<file path="src/rtl/mult32x32_arb_pkg.sv">
// rtl/mult32x32_arb_pkg.sv - shared types and constants for the mult32x32 arbiter
// Purpose: FSM state type, nominal multiplier timing and the ID width helper.
// Ports: none (package).
package mult32x32_arb_pkg;

    typedef enum logic [2:0] {
        ST_IDLE,
        ST_START,
        ST_WAIT_HI,
        ST_WAIT_LO,
        ST_DONE
    } arb_state_e;

    // Nominal multiplier behaviour: busy for 8 cycles, product captured 10
    // cycles after the grant.
    localparam int MUL_BUSY_CYCLES   = 8;
    localparam int MUL_START_TO_DONE = 10;

    // Requester ID width; a single-bit ID is kept even for degenerate sizes.
    function automatic int id_width(input int n);
        return (n > 1) ? $clog2(n) : 1;
    endfunction

endpackage

</file>
<file path="src/rtl/mult32x32_arbiter_if.sv">
// rtl/mult32x32_arbiter_if.sv - requester and multiplier bundle of the arbiter
// Purpose: groups the requester handshake, the result strobe and the
// multiplier control/status signals.
// Modports: slave = arbiter side, master = requesters plus multiplier side.
interface mult32x32_arbiter_if
    import mult32x32_arb_pkg::*;
#(
    parameter int NUM_REQ = 2,
    parameter int ID_W    = id_width(NUM_REQ)
);
    logic [NUM_REQ-1:0]    req;
    logic [NUM_REQ*32-1:0] req_a;
    logic [NUM_REQ*32-1:0] req_b;
    logic [NUM_REQ-1:0]    gnt;
    logic                  rsp_valid;
    logic [ID_W-1:0]       rsp_id;
    logic [63:0]           rsp_product;
    logic                  rsp_err;
    logic                  busy;
    logic                  mul_start;
    logic [31:0]           mul_a;
    logic [31:0]           mul_b;
    logic                  mul_busy;
    logic [63:0]           mul_product;

    modport slave (
        input  req, req_a, req_b, mul_busy, mul_product,
        output gnt, rsp_valid, rsp_id, rsp_product, rsp_err, busy,
               mul_start, mul_a, mul_b
    );

    modport master (
        output req, req_a, req_b, mul_busy, mul_product,
        input  gnt, rsp_valid, rsp_id, rsp_product, rsp_err, busy,
               mul_start, mul_a, mul_b
    );

endinterface

</file>
<file path="src/rtl/mult32x32_rr_pick.sv">
// rtl/mult32x32_rr_pick.sv - combinational round-robin chooser
// Purpose: picks the first active requester after the last granted one.
// Ports: req_i (request vector), ptr_i (last granted ID),
//        gnt_o (one-hot pick), id_o (encoded pick), any_o (any request).
module mult32x32_rr_pick #(
    parameter int NUM_REQ = 2,
    parameter int ID_W    = 1
) (
    input  logic [NUM_REQ-1:0] req_i,
    input  logic [ID_W-1:0]    ptr_i,
    output logic [NUM_REQ-1:0] gnt_o,
    output logic [ID_W-1:0]    id_o,
    output logic               any_o
);
    logic [NUM_REQ-1:0] rot;
    logic               found;
    int                 pos;

    always_comb begin
        // rot[k] is requester (ptr + 1 + k) mod NUM_REQ, so bit 0 has priority.
        rot   = NUM_REQ'({req_i, req_i} >> (int'(ptr_i) + 1));
        found = 1'b0;
        pos   = 0;
        for (int k = 0; k < NUM_REQ; k++) begin
            if (!found && rot[k]) begin
                found = 1'b1;
                pos   = int'(ptr_i) + 1 + k;
            end
        end
        if (pos >= NUM_REQ) begin
            pos = pos - NUM_REQ;
        end
        any_o = found;
        id_o  = ID_W'(pos);
        gnt_o = '0;
        for (int i = 0; i < NUM_REQ; i++) begin
            gnt_o[i] = found && (pos == i);
        end
    end

endmodule

</file>
<file path="src/rtl/mult32x32_arbiter.sv">
// rtl/mult32x32_arbiter.sv - round-robin sharing of one 32x32 multiplier
// Purpose: grants one requester, latches its operands, starts the multiplier,
// waits for its busy pulse and returns the product (or a watchdog error).
// Ports: clk, reset (async, active-high), bus (slave modport: req/req_a/req_b
//        in, gnt/rsp_* out, mul_start/mul_a/mul_b out, mul_busy/mul_product in).
module mult32x32_arbiter
    import mult32x32_arb_pkg::*;
#(
    parameter int NUM_REQ = 2,
    parameter int ID_W    = id_width(NUM_REQ),
    parameter int TIMEOUT = 16
) (
    input  logic                clk,
    input  logic                reset,
    mult32x32_arbiter_if.slave  bus
);
    localparam int WD_W = $clog2(TIMEOUT + 1);

    arb_state_e         state_q;
    logic [ID_W-1:0]    ptr_q;
    logic [ID_W-1:0]    id_q;
    logic [31:0]        a_q;
    logic [31:0]        b_q;
    logic [WD_W-1:0]    wd_q;
    logic               start_q;
    logic               valid_q;
    logic               err_q;
    logic [63:0]        product_q;

    logic [NUM_REQ-1:0] pick_gnt;
    logic [ID_W-1:0]    pick_id;
    logic               pick_any;
    logic [31:0]        sel_a;
    logic [31:0]        sel_b;
    logic [WD_W-1:0]    wd_inc;
    logic               wd_expired;

    mult32x32_rr_pick #(
        .NUM_REQ (NUM_REQ),
        .ID_W    (ID_W)
    ) u_pick (
        .req_i   (bus.req),
        .ptr_i   (ptr_q),
        .gnt_o   (pick_gnt),
        .id_o    (pick_id),
        .any_o   (pick_any)
    );

    always_comb begin
        sel_a = '0;
        sel_b = '0;
        for (int i = 0; i < NUM_REQ; i++) begin
            if (pick_gnt[i]) begin
                sel_a = bus.req_a[i*32 +: 32];
                sel_b = bus.req_b[i*32 +: 32];
            end
        end
    end

    // Expiry counts the current wait cycle, so DONE follows TIMEOUT wait cycles.
    assign wd_inc     = wd_q + 1'b1;
    assign wd_expired = (wd_inc == WD_W'(TIMEOUT));

    always_ff @(posedge clk or posedge reset) begin
        if (reset) begin
            state_q   <= ST_IDLE;
            ptr_q     <= ID_W'(NUM_REQ - 1);
            id_q      <= '0;
            a_q       <= '0;
            b_q       <= '0;
            wd_q      <= '0;
            start_q   <= 1'b0;
            valid_q   <= 1'b0;
            err_q     <= 1'b0;
            product_q <= '0;
        end else begin
            start_q <= 1'b0;
            valid_q <= 1'b0;
            case (state_q)
                ST_IDLE: begin
                    if (pick_any) begin
                        a_q     <= sel_a;
                        b_q     <= sel_b;
                        id_q    <= pick_id;
                        start_q <= 1'b1;
                        state_q <= ST_START;
                    end
                end
                ST_START: begin
                    wd_q    <= '0;
                    state_q <= ST_WAIT_HI;
                end
                ST_WAIT_HI: begin
                    wd_q <= wd_inc;
                    if (bus.mul_busy) begin
                        state_q <= ST_WAIT_LO;
                    end else if (wd_expired) begin
                        product_q <= '0;
                        err_q     <= 1'b1;
                        valid_q   <= 1'b1;
                        state_q   <= ST_DONE;
                    end
                end
                ST_WAIT_LO: begin
                    wd_q <= wd_inc;
                    // A completion in the expiry cycle still counts as on time.
                    if (!bus.mul_busy) begin
                        product_q <= bus.mul_product;
                        err_q     <= 1'b0;
                        valid_q   <= 1'b1;
                        state_q   <= ST_DONE;
                    end else if (wd_expired) begin
                        product_q <= '0;
                        err_q     <= 1'b1;
                        valid_q   <= 1'b1;
                        state_q   <= ST_DONE;
                    end
                end
                ST_DONE: begin
                    ptr_q   <= id_q;
                    state_q <= ST_IDLE;
                end
                default: state_q <= ST_IDLE;
            endcase
        end
    end

    // The grant is decided combinationally in IDLE so the requester sees it in
    // the cycle its operands are taken; it is forced low while in reset.
    assign bus.gnt         = (state_q == ST_IDLE && !reset) ? pick_gnt : '0;
    assign bus.busy        = (state_q != ST_IDLE);
    assign bus.mul_start   = start_q;
    assign bus.mul_a       = a_q;
    assign bus.mul_b       = b_q;
    assign bus.rsp_valid   = valid_q;
    assign bus.rsp_id      = id_q;
    assign bus.rsp_product = product_q;
    assign bus.rsp_err     = err_q;

endmodule
</file>
<file path="src/flat_wrapper.sv">
// flat-port wrapper written by rule: the top's interface ports become plain ports
module mult32x32_arbiter_flat import mult32x32_arb_pkg::*;
#(
    parameter int NUM_REQ = 2,
    parameter int ID_W    = id_width(NUM_REQ),
    parameter int TIMEOUT = 16
)
  (clk, reset, bus_req, bus_req_a, bus_req_b, bus_mul_busy, bus_mul_product, bus_gnt, bus_rsp_valid, bus_rsp_id, bus_rsp_product, bus_rsp_err, bus_busy, bus_mul_start, bus_mul_a, bus_mul_b);
  mult32x32_arbiter_if #(.NUM_REQ(NUM_REQ), .ID_W(ID_W)) bus_i ();
  input  logic clk;
  input  logic reset;
  input wire logic [$bits(bus_i.req)-1:0] bus_req;
  input wire logic [$bits(bus_i.req_a)-1:0] bus_req_a;
  input wire logic [$bits(bus_i.req_b)-1:0] bus_req_b;
  input wire logic [$bits(bus_i.mul_busy)-1:0] bus_mul_busy;
  input wire logic [$bits(bus_i.mul_product)-1:0] bus_mul_product;
  output wire logic [$bits(bus_i.gnt)-1:0] bus_gnt;
  output wire logic [$bits(bus_i.rsp_valid)-1:0] bus_rsp_valid;
  output wire logic [$bits(bus_i.rsp_id)-1:0] bus_rsp_id;
  output wire logic [$bits(bus_i.rsp_product)-1:0] bus_rsp_product;
  output wire logic [$bits(bus_i.rsp_err)-1:0] bus_rsp_err;
  output wire logic [$bits(bus_i.busy)-1:0] bus_busy;
  output wire logic [$bits(bus_i.mul_start)-1:0] bus_mul_start;
  output wire logic [$bits(bus_i.mul_a)-1:0] bus_mul_a;
  output wire logic [$bits(bus_i.mul_b)-1:0] bus_mul_b;
  assign bus_i.req = bus_req;
  assign bus_i.req_a = bus_req_a;
  assign bus_i.req_b = bus_req_b;
  assign bus_i.mul_busy = bus_mul_busy;
  assign bus_i.mul_product = bus_mul_product;
  assign bus_gnt = bus_i.gnt;
  assign bus_rsp_valid = bus_i.rsp_valid;
  assign bus_rsp_id = bus_i.rsp_id;
  assign bus_rsp_product = bus_i.rsp_product;
  assign bus_rsp_err = bus_i.rsp_err;
  assign bus_busy = bus_i.busy;
  assign bus_mul_start = bus_i.mul_start;
  assign bus_mul_a = bus_i.mul_a;
  assign bus_mul_b = bus_i.mul_b;
  mult32x32_arbiter #(.NUM_REQ(NUM_REQ), .ID_W(ID_W), .TIMEOUT(TIMEOUT)) u_core (.clk(clk), .reset(reset), .bus(bus_i));
endmodule
</file>
<file path="config.mk">
export PLATFORM = sky130hd
export DESIGN_NAME = mult32x32_arbiter_flat
export DESIGN_NICKNAME = d
export VERILOG_FILES = /design/src/rtl/mult32x32_arb_pkg.sv /design/src/rtl/mult32x32_arbiter_if.sv /design/src/rtl/mult32x32_rr_pick.sv /design/src/rtl/mult32x32_arbiter.sv /design/src/flat_wrapper.sv
export SDC_FILE = /design/constraint.sdc
export NUM_CORES = 1
export LEC_CHECK = 0
export BUFFER_PORTS_ARGS = -buffer_cell sky130_fd_sc_hd__buf_2
export CAP_MARGIN = 20
export CORE_AREA = 5 5 125 127
export DETAILED_ROUTE_END_ITERATION = 16
export DIE_AREA = 0 0 130 132
export GPL_TIMING_DRIVEN = 0
export HOLD_SLACK_MARGIN = 0.15
export PLACE_DENSITY = 0.83
export SLEW_MARGIN = 30
export SYNTH_ARGS = -nofsm -noshare
export SYNTH_HDL_FRONTEND = slang
export SYNTH_SLANG_ARGS = --single-unit
</file>
<file path="constraint.sdc">
create_clock -name clk -period 6.5 [get_ports clk]
set_input_delay 1.3 -clock clk [delete_from_list [all_inputs] [get_ports clk]]
set_output_delay 1.3 -clock clk [all_outputs]
set_load 0.02 [all_outputs]
</file>
Word level (Yosys, flattened, before mapping)
Index checks and enable logic that the tools add are counted.
Word-level totals
  register bits after elaboration: 141
  output and inout port bits: 135
Cells by class
  multiplexer cells: 30
  eq/ne operators: 8
  shift-type cells: 1
  $lt $le $gt $ge: 1
  $add $sub $neg: 4
  reductions and logical operators: 14
Operators with widths (count)
  $mux 32: 6
  $mux 64: 3
  $pmux 64 s2: 1
  $eq 32x2->1 const B: 1
  $ge 32x3->1 const B: 1
  $logic_not 32->1: 1
  $shr 4x32->2: 1
  $sub 32x3->32 const B: 1
  $mux 3: 4
  $pmux 3 s4: 1
  $mux 1: 10
  $pmux 5 s2: 1
  $eq 3x2->1 const B: 2
  $add 5x1->5 const B: 1
  $eq 5x5->1 const B: 1
  $logic_and 1x1->1: 4
  $mux 2: 2
  $pmux 1 s2: 2
  $reduce_and 2->1: 2
  $reduce_bool 2->1: 2
  $add 2x1->3 const B: 1
  $eq 3x1->1 const B: 1
  $eq 3x3->1 const B: 1
  $logic_not 3->1: 1
  other kinds (6): 7

Depth between registers and ports, before layout
  depth after elaboration: 12
  gate-level depth with buffers: 7
  mapped depth without buffers: 5

Cells and area by module
A second synthesis with hierarchy kept.
Second synthesis, totals
  cell total of the unflattened synthesis: 636
  area, all modules: 6347.3 um^2
By module, submodules not included
  mult32x32_arbiter: cells an instance 631, times used 1, seq. area each 3529.6 um^2, area each 6314.8 um^2
  mult32x32_rr_pick: cells an instance 5, times used 1, seq. area each 0.0 um^2, area each 32.5 um^2

Least setup slack after synthesis
Ideal clock, no wire load.
  path type: input to output
  from: input reset
  to: output bus_gnt[1]
  stages: 2
  buffers on the path: 0
  arrival time: 4.849 ns
  setup slack: 0.351 ns
  data required time: 5.200 ns
  cell sequence: inv_1 and3_1
On the way
  cells in the longest elaborated chain, start to end: 3
Ends and longest elaborated chain
  start: declaration: RTL line flat_wrapper.sv:11  | input logic reset;
  $logic_not 1->1 (no line)
  $logic_and 1x1->1: RTL line mult32x32_arbiter.sv:130  | assign bus.gnt = (state_q == ST_IDLE && !reset) ? pick_gnt : '0;
  $mux 2: RTL line mult32x32_arbiter.sv:130
  end: declaration: RTL line flat_wrapper.sv:17  | output wire logic [$bits(bus_i.gnt)-1:0] bus_gnt;
No other way between the ends.

Worst setup path in the final report
  from: input bus_req[1]
  to: output bus_gnt[0]
On the way
  cells in the longest elaborated chain, start to end: 10
  elaborated cells between the ends (all ways): 13
  those cells by class: add/sub (1); order compare (1); shift (1); mux (6); reduce/logical (4)
Ends and longest elaborated chain
  start: declaration: RTL line flat_wrapper.sv:12  | input wire logic [$bits(bus_i.req)-1:0] bus_req;
  $shr 4x32->2 (*): RTL line mult32x32_rr_pick.sv:21  | rot = NUM_REQ'({req_i, req_i} >> (int'(ptr_i) + 1));
  $mux 1: RTL line mult32x32_rr_pick.sv:25  | if (!found && rot[k]) begin
  $logic_not 1->1: RTL line mult32x32_rr_pick.sv:25
  $logic_and 1x1->1: RTL line mult32x32_rr_pick.sv:25
  $mux 32: RTL line mult32x32_rr_pick.sv:25
  $sub 32x3->32 or $ge 32x3->1 (tied branches): RTL line mult32x32_rr_pick.sv:31, mult32x32_rr_pick.sv:30
  $mux 32: RTL line mult32x32_rr_pick.sv:30  | if (pos >= NUM_REQ) begin
  $logic_not 32->1: RTL line mult32x32_rr_pick.sv:37  | gnt_o[i] = found && (pos == i);
  $logic_and 1x1->1 (*): RTL line mult32x32_rr_pick.sv:37
  $mux 2 (*): RTL line mult32x32_arbiter.sv:130
Mark *: on every way between the ends. The rest lies on a longest branch, timed or not.

==> metrics.md <==
| Metric | Value |
|---|---|
| Status | complete, no violations |
| Register area share after synthesis | 0.607 |
| Via/cell ratio | 5.18 |
| Ys Warns | 0 |
| Setup CP Type | primary input to output port |
| Maximum vdd drop | 0.235 mV |
| # Max-Cap Violations | 0 |
| Final worst slack | 2160 ps |
| Synth Register Bits | 141 |
| Synthesized Nets | 768 |
| Total setup buffers inserted after CTS | 0 |
| Max Fanout on Critical Path | 10 |
| TritonCTS clock tree | done |
| EDFF count, synth | 0 |
| Endpoints failing setup | 0 |
| Number of I/O pins | 332 |
| Root Driver | clkbuf_16 |
| Clk_lat worst skew | 410 ps |
| Hold Buf Count CTS | 0 |
| RSZ-0062 raised after global routing | no |
| Hold WS | 473 ps |
| Worst Setup Start Kind | primary input |
| Number of port buffers | 331 |
| Post_cts resized | 0 |
| Max Slew Vio Count | 0 |
| Fin crit share | 0.668 |
| Final ANT Viol Nets | 0 |
| Post-Syn Area | 0.00581 sq mm |
| Area added between synthesis and finish | 42.7% |
| Leakage | 4.42 nW |
| FP Rows | 44 |
| Global placement routability congestion | 0.849 |
| H-tree depth | 4 |
| Overflow left after global routing | 0 |
| Final Hold Viols | 0 |
| Flop2flop setup slack | 4190 ps |
| Residual DRC count | 0 |
| Worst hold path type | flop to flop |
| Total GRT Usage | 0.221 |
| Total CTS buffers | 17 |
| HP Start | u_core.bus.rsp_err$_DFFE_PP0P_ |
| Starting Density | 0.406 |
| Drt first pass iters | 8 |
| Max clock buf depth | 2 |
| Hold Crit Endpoint | u_core.bus.rsp_err$_DFFE_PP0P_ |
| Worst slew pin tran | 710 ps |
| Die area | 0.0172 sq mm |
| Total number of vias | 5804 |
| Power density cells | 527 mW/mm^2 |
| Die Y | 132 um |
| First-pass GRT wire length | 29400 um |
| Worst hold stages | 1 |
| Clock Skew | 8.41 ps |
| Syn Inst Count | 570 |
| Largest net degree at the start of global routing | 75 |
| Layout cells sized above 1 | 0.421 |
| Worst slack, placed | 2200 ps |
| Max_slew headroom | 0.527 |
| Total Neg Setup Slack | 0 ps |
| Reg2reg path depth | 6 |
| Crit path required time | 5200 ps |
| Critical Path Source | bus_req[1] |
| Clk sinks | 141 |
| Core Area | 0.0143 sq mm |
| Final core utilization | 0.579 |
| CP Capture Type | output port |
| CTS clk-pin slew, worst paths | 50 ps |
| Synth Area per Inst | 10.2 sq um |
| Routed WL | 19700 um |
| Layout Nets | 1119 |
| HPWL Detailed | 15300 um |
| Number of global-route vias before repair | 5577 |
| Critical path arrival | 3040 ps |
| DR iter-0 viols | 592 |
| Worst r2r dst | u_core.bus.mul_b[28]$_DFFE_PP0P_ |
| Reg-to-reg startpoint | u_core.state_q[1]$_DFFE_PP0P_ |
| Crit path time final | 4340 ps |
| Netlist cell types | 36 |
| Initial antenna violation count | 5 |
| Chip Width | 130 um |
| Avg WL per Cell | 17.6 um |
| Max Freq | 230 MHz |
| Synth Flop Type | dfrtp_1 |
| Post-synth ARST share | 1.00 |
## logic make-up (layout without fill, tap and decap cells)
kind of cell,count (synthesis),after routing,synth area share
compound gates,90,90,0.136
xor+xnor,1,1,0.00151
fa+ha+maj,1,1,0.00215
buf+inv,106,468,0.0749
flops,141,141,0.607
mux,3,3,0.00624
other cells,0,4,0
simple gates,228,228,0.173
## synthesized netlist by cell type, drive strengths merged (3+ instances only)
library cell	instances	area, sq um
nor3	67	345
buf	29	146
nor2	130	488
o21ai	14	70.1
nand2	16	60.1
dfrtp	140	3500
clkbuf	17	63.8
o31ai	3	22.5
inv	60	225
a32oi	9	78.8
a21o	4	30.0
a222oi	55	551
## layer usage
metal	wire, um	vias to the layer above	track usage
met4	593	2	0.0924
li1	-	2704	-
met5	7	-	0
met2	10200	282	0.381
met1	7170	2776	0.256
met3	1710	40	0.0604
## placed cells by master (no fill, tap or decap), types with 2 or more instances in the layout
cell / synthesis / layout
and3_1: 2 / 2
a22o_1: 2 / 2
clkinv_2: 0 / 5
o21ai_0: 13 / 13
nor3_2: 2 / 2
clkinvlp_4: 0 / 3
nor3_1: 65 / 65
mux2_2: 2 / 2
a222oi_1: 55 / 55
a32oi_1: 9 / 9
nand3_1: 2 / 2
o31ai_1: 3 / 3
clkbuf_8: 0 / 2
nand2_1: 16 / 16
nor2_1: 130 / 130
clkbuf_1: 17 / 17
inv_1: 60 / 59
nand2b_1: 2 / 2
buf_1: 9 / 9
buf_4: 5 / 5
a21o_1: 4 / 4
and2_1: 2 / 2
buf_2: 15 / 346
diode_2: 0 / 4
dfrtp_1: 140 / 140
clkbuf_16: 0 / 17
## worst max-delay path by stage
| stage | slack (ps) | end | cells after the start |
|---|---|---|---|
| global route | 2040 | bus_gnt[0] | 8 |
| floorplan | 350 | bus_gnt[1] | 2 |
| finish | 2160 | bus_gnt[0] | 8 |
| CTS | 2180 | bus_gnt[0] | 8 |
| global placement | -1020 | bus_gnt[1] | 4 |
| detailed placement | 2200 | bus_gnt[0] | 8 |
## layout make-up
type / count / area, sq um
Buffer: 46 / 210
Multi-Input combinational cell: 323 / 1850
Clock inverter: 11 / 95.1
Fill cell: 1286 / 6020
Antenna cell: 4 / 10.0
Clock buffer: 19 / 453
Timing Repair Buffer: 332 / 1680
Sequential cell: 141 / 3530
Inverter: 60 / 233
Tap cell: 184 / 230
## state kept, by name, summed over array words and instances, names as in the netlist
name                    cells
u_core.bus.mul_b           32
u_core.bus.rsp_err          1
u_core.bus.rsp_id           1
u_core.wd_q                 5
u_core.ptr_q                1
u_core.bus.mul_a           32
u_core.bus.rsp_valid        1
u_core.state_q              3
u_core.bus.mul_start        1
u_core.bus.rsp_product     64
## per-stage QoR
stage	area (sq um)	instances	power [W]
final	8290	1120	0.00437
after global placement	7700	1085	0.00343
after CTS	8280	1116	0.00440
after detailed placement	7740	1086	0.00350
after global routing	8290	1120	0.00464
after floorplan	5810	570	0.00276
## critical path: stages
cell      delay (ps)
buf_2            120
nand2b_1          60
clkbuf_1         330
and3_1           230
buf_2            280
clkbuf_1         380
and2_1           190
buf_2            160
## where the power goes
part	internal (W)	switching [W]
Sequential	0.00130	0.000241
Clock	0.000539	0.000352
Combinational	0.000712	0.00123
Total	0.00255	0.00182
(Power assumes the default switching activity.)
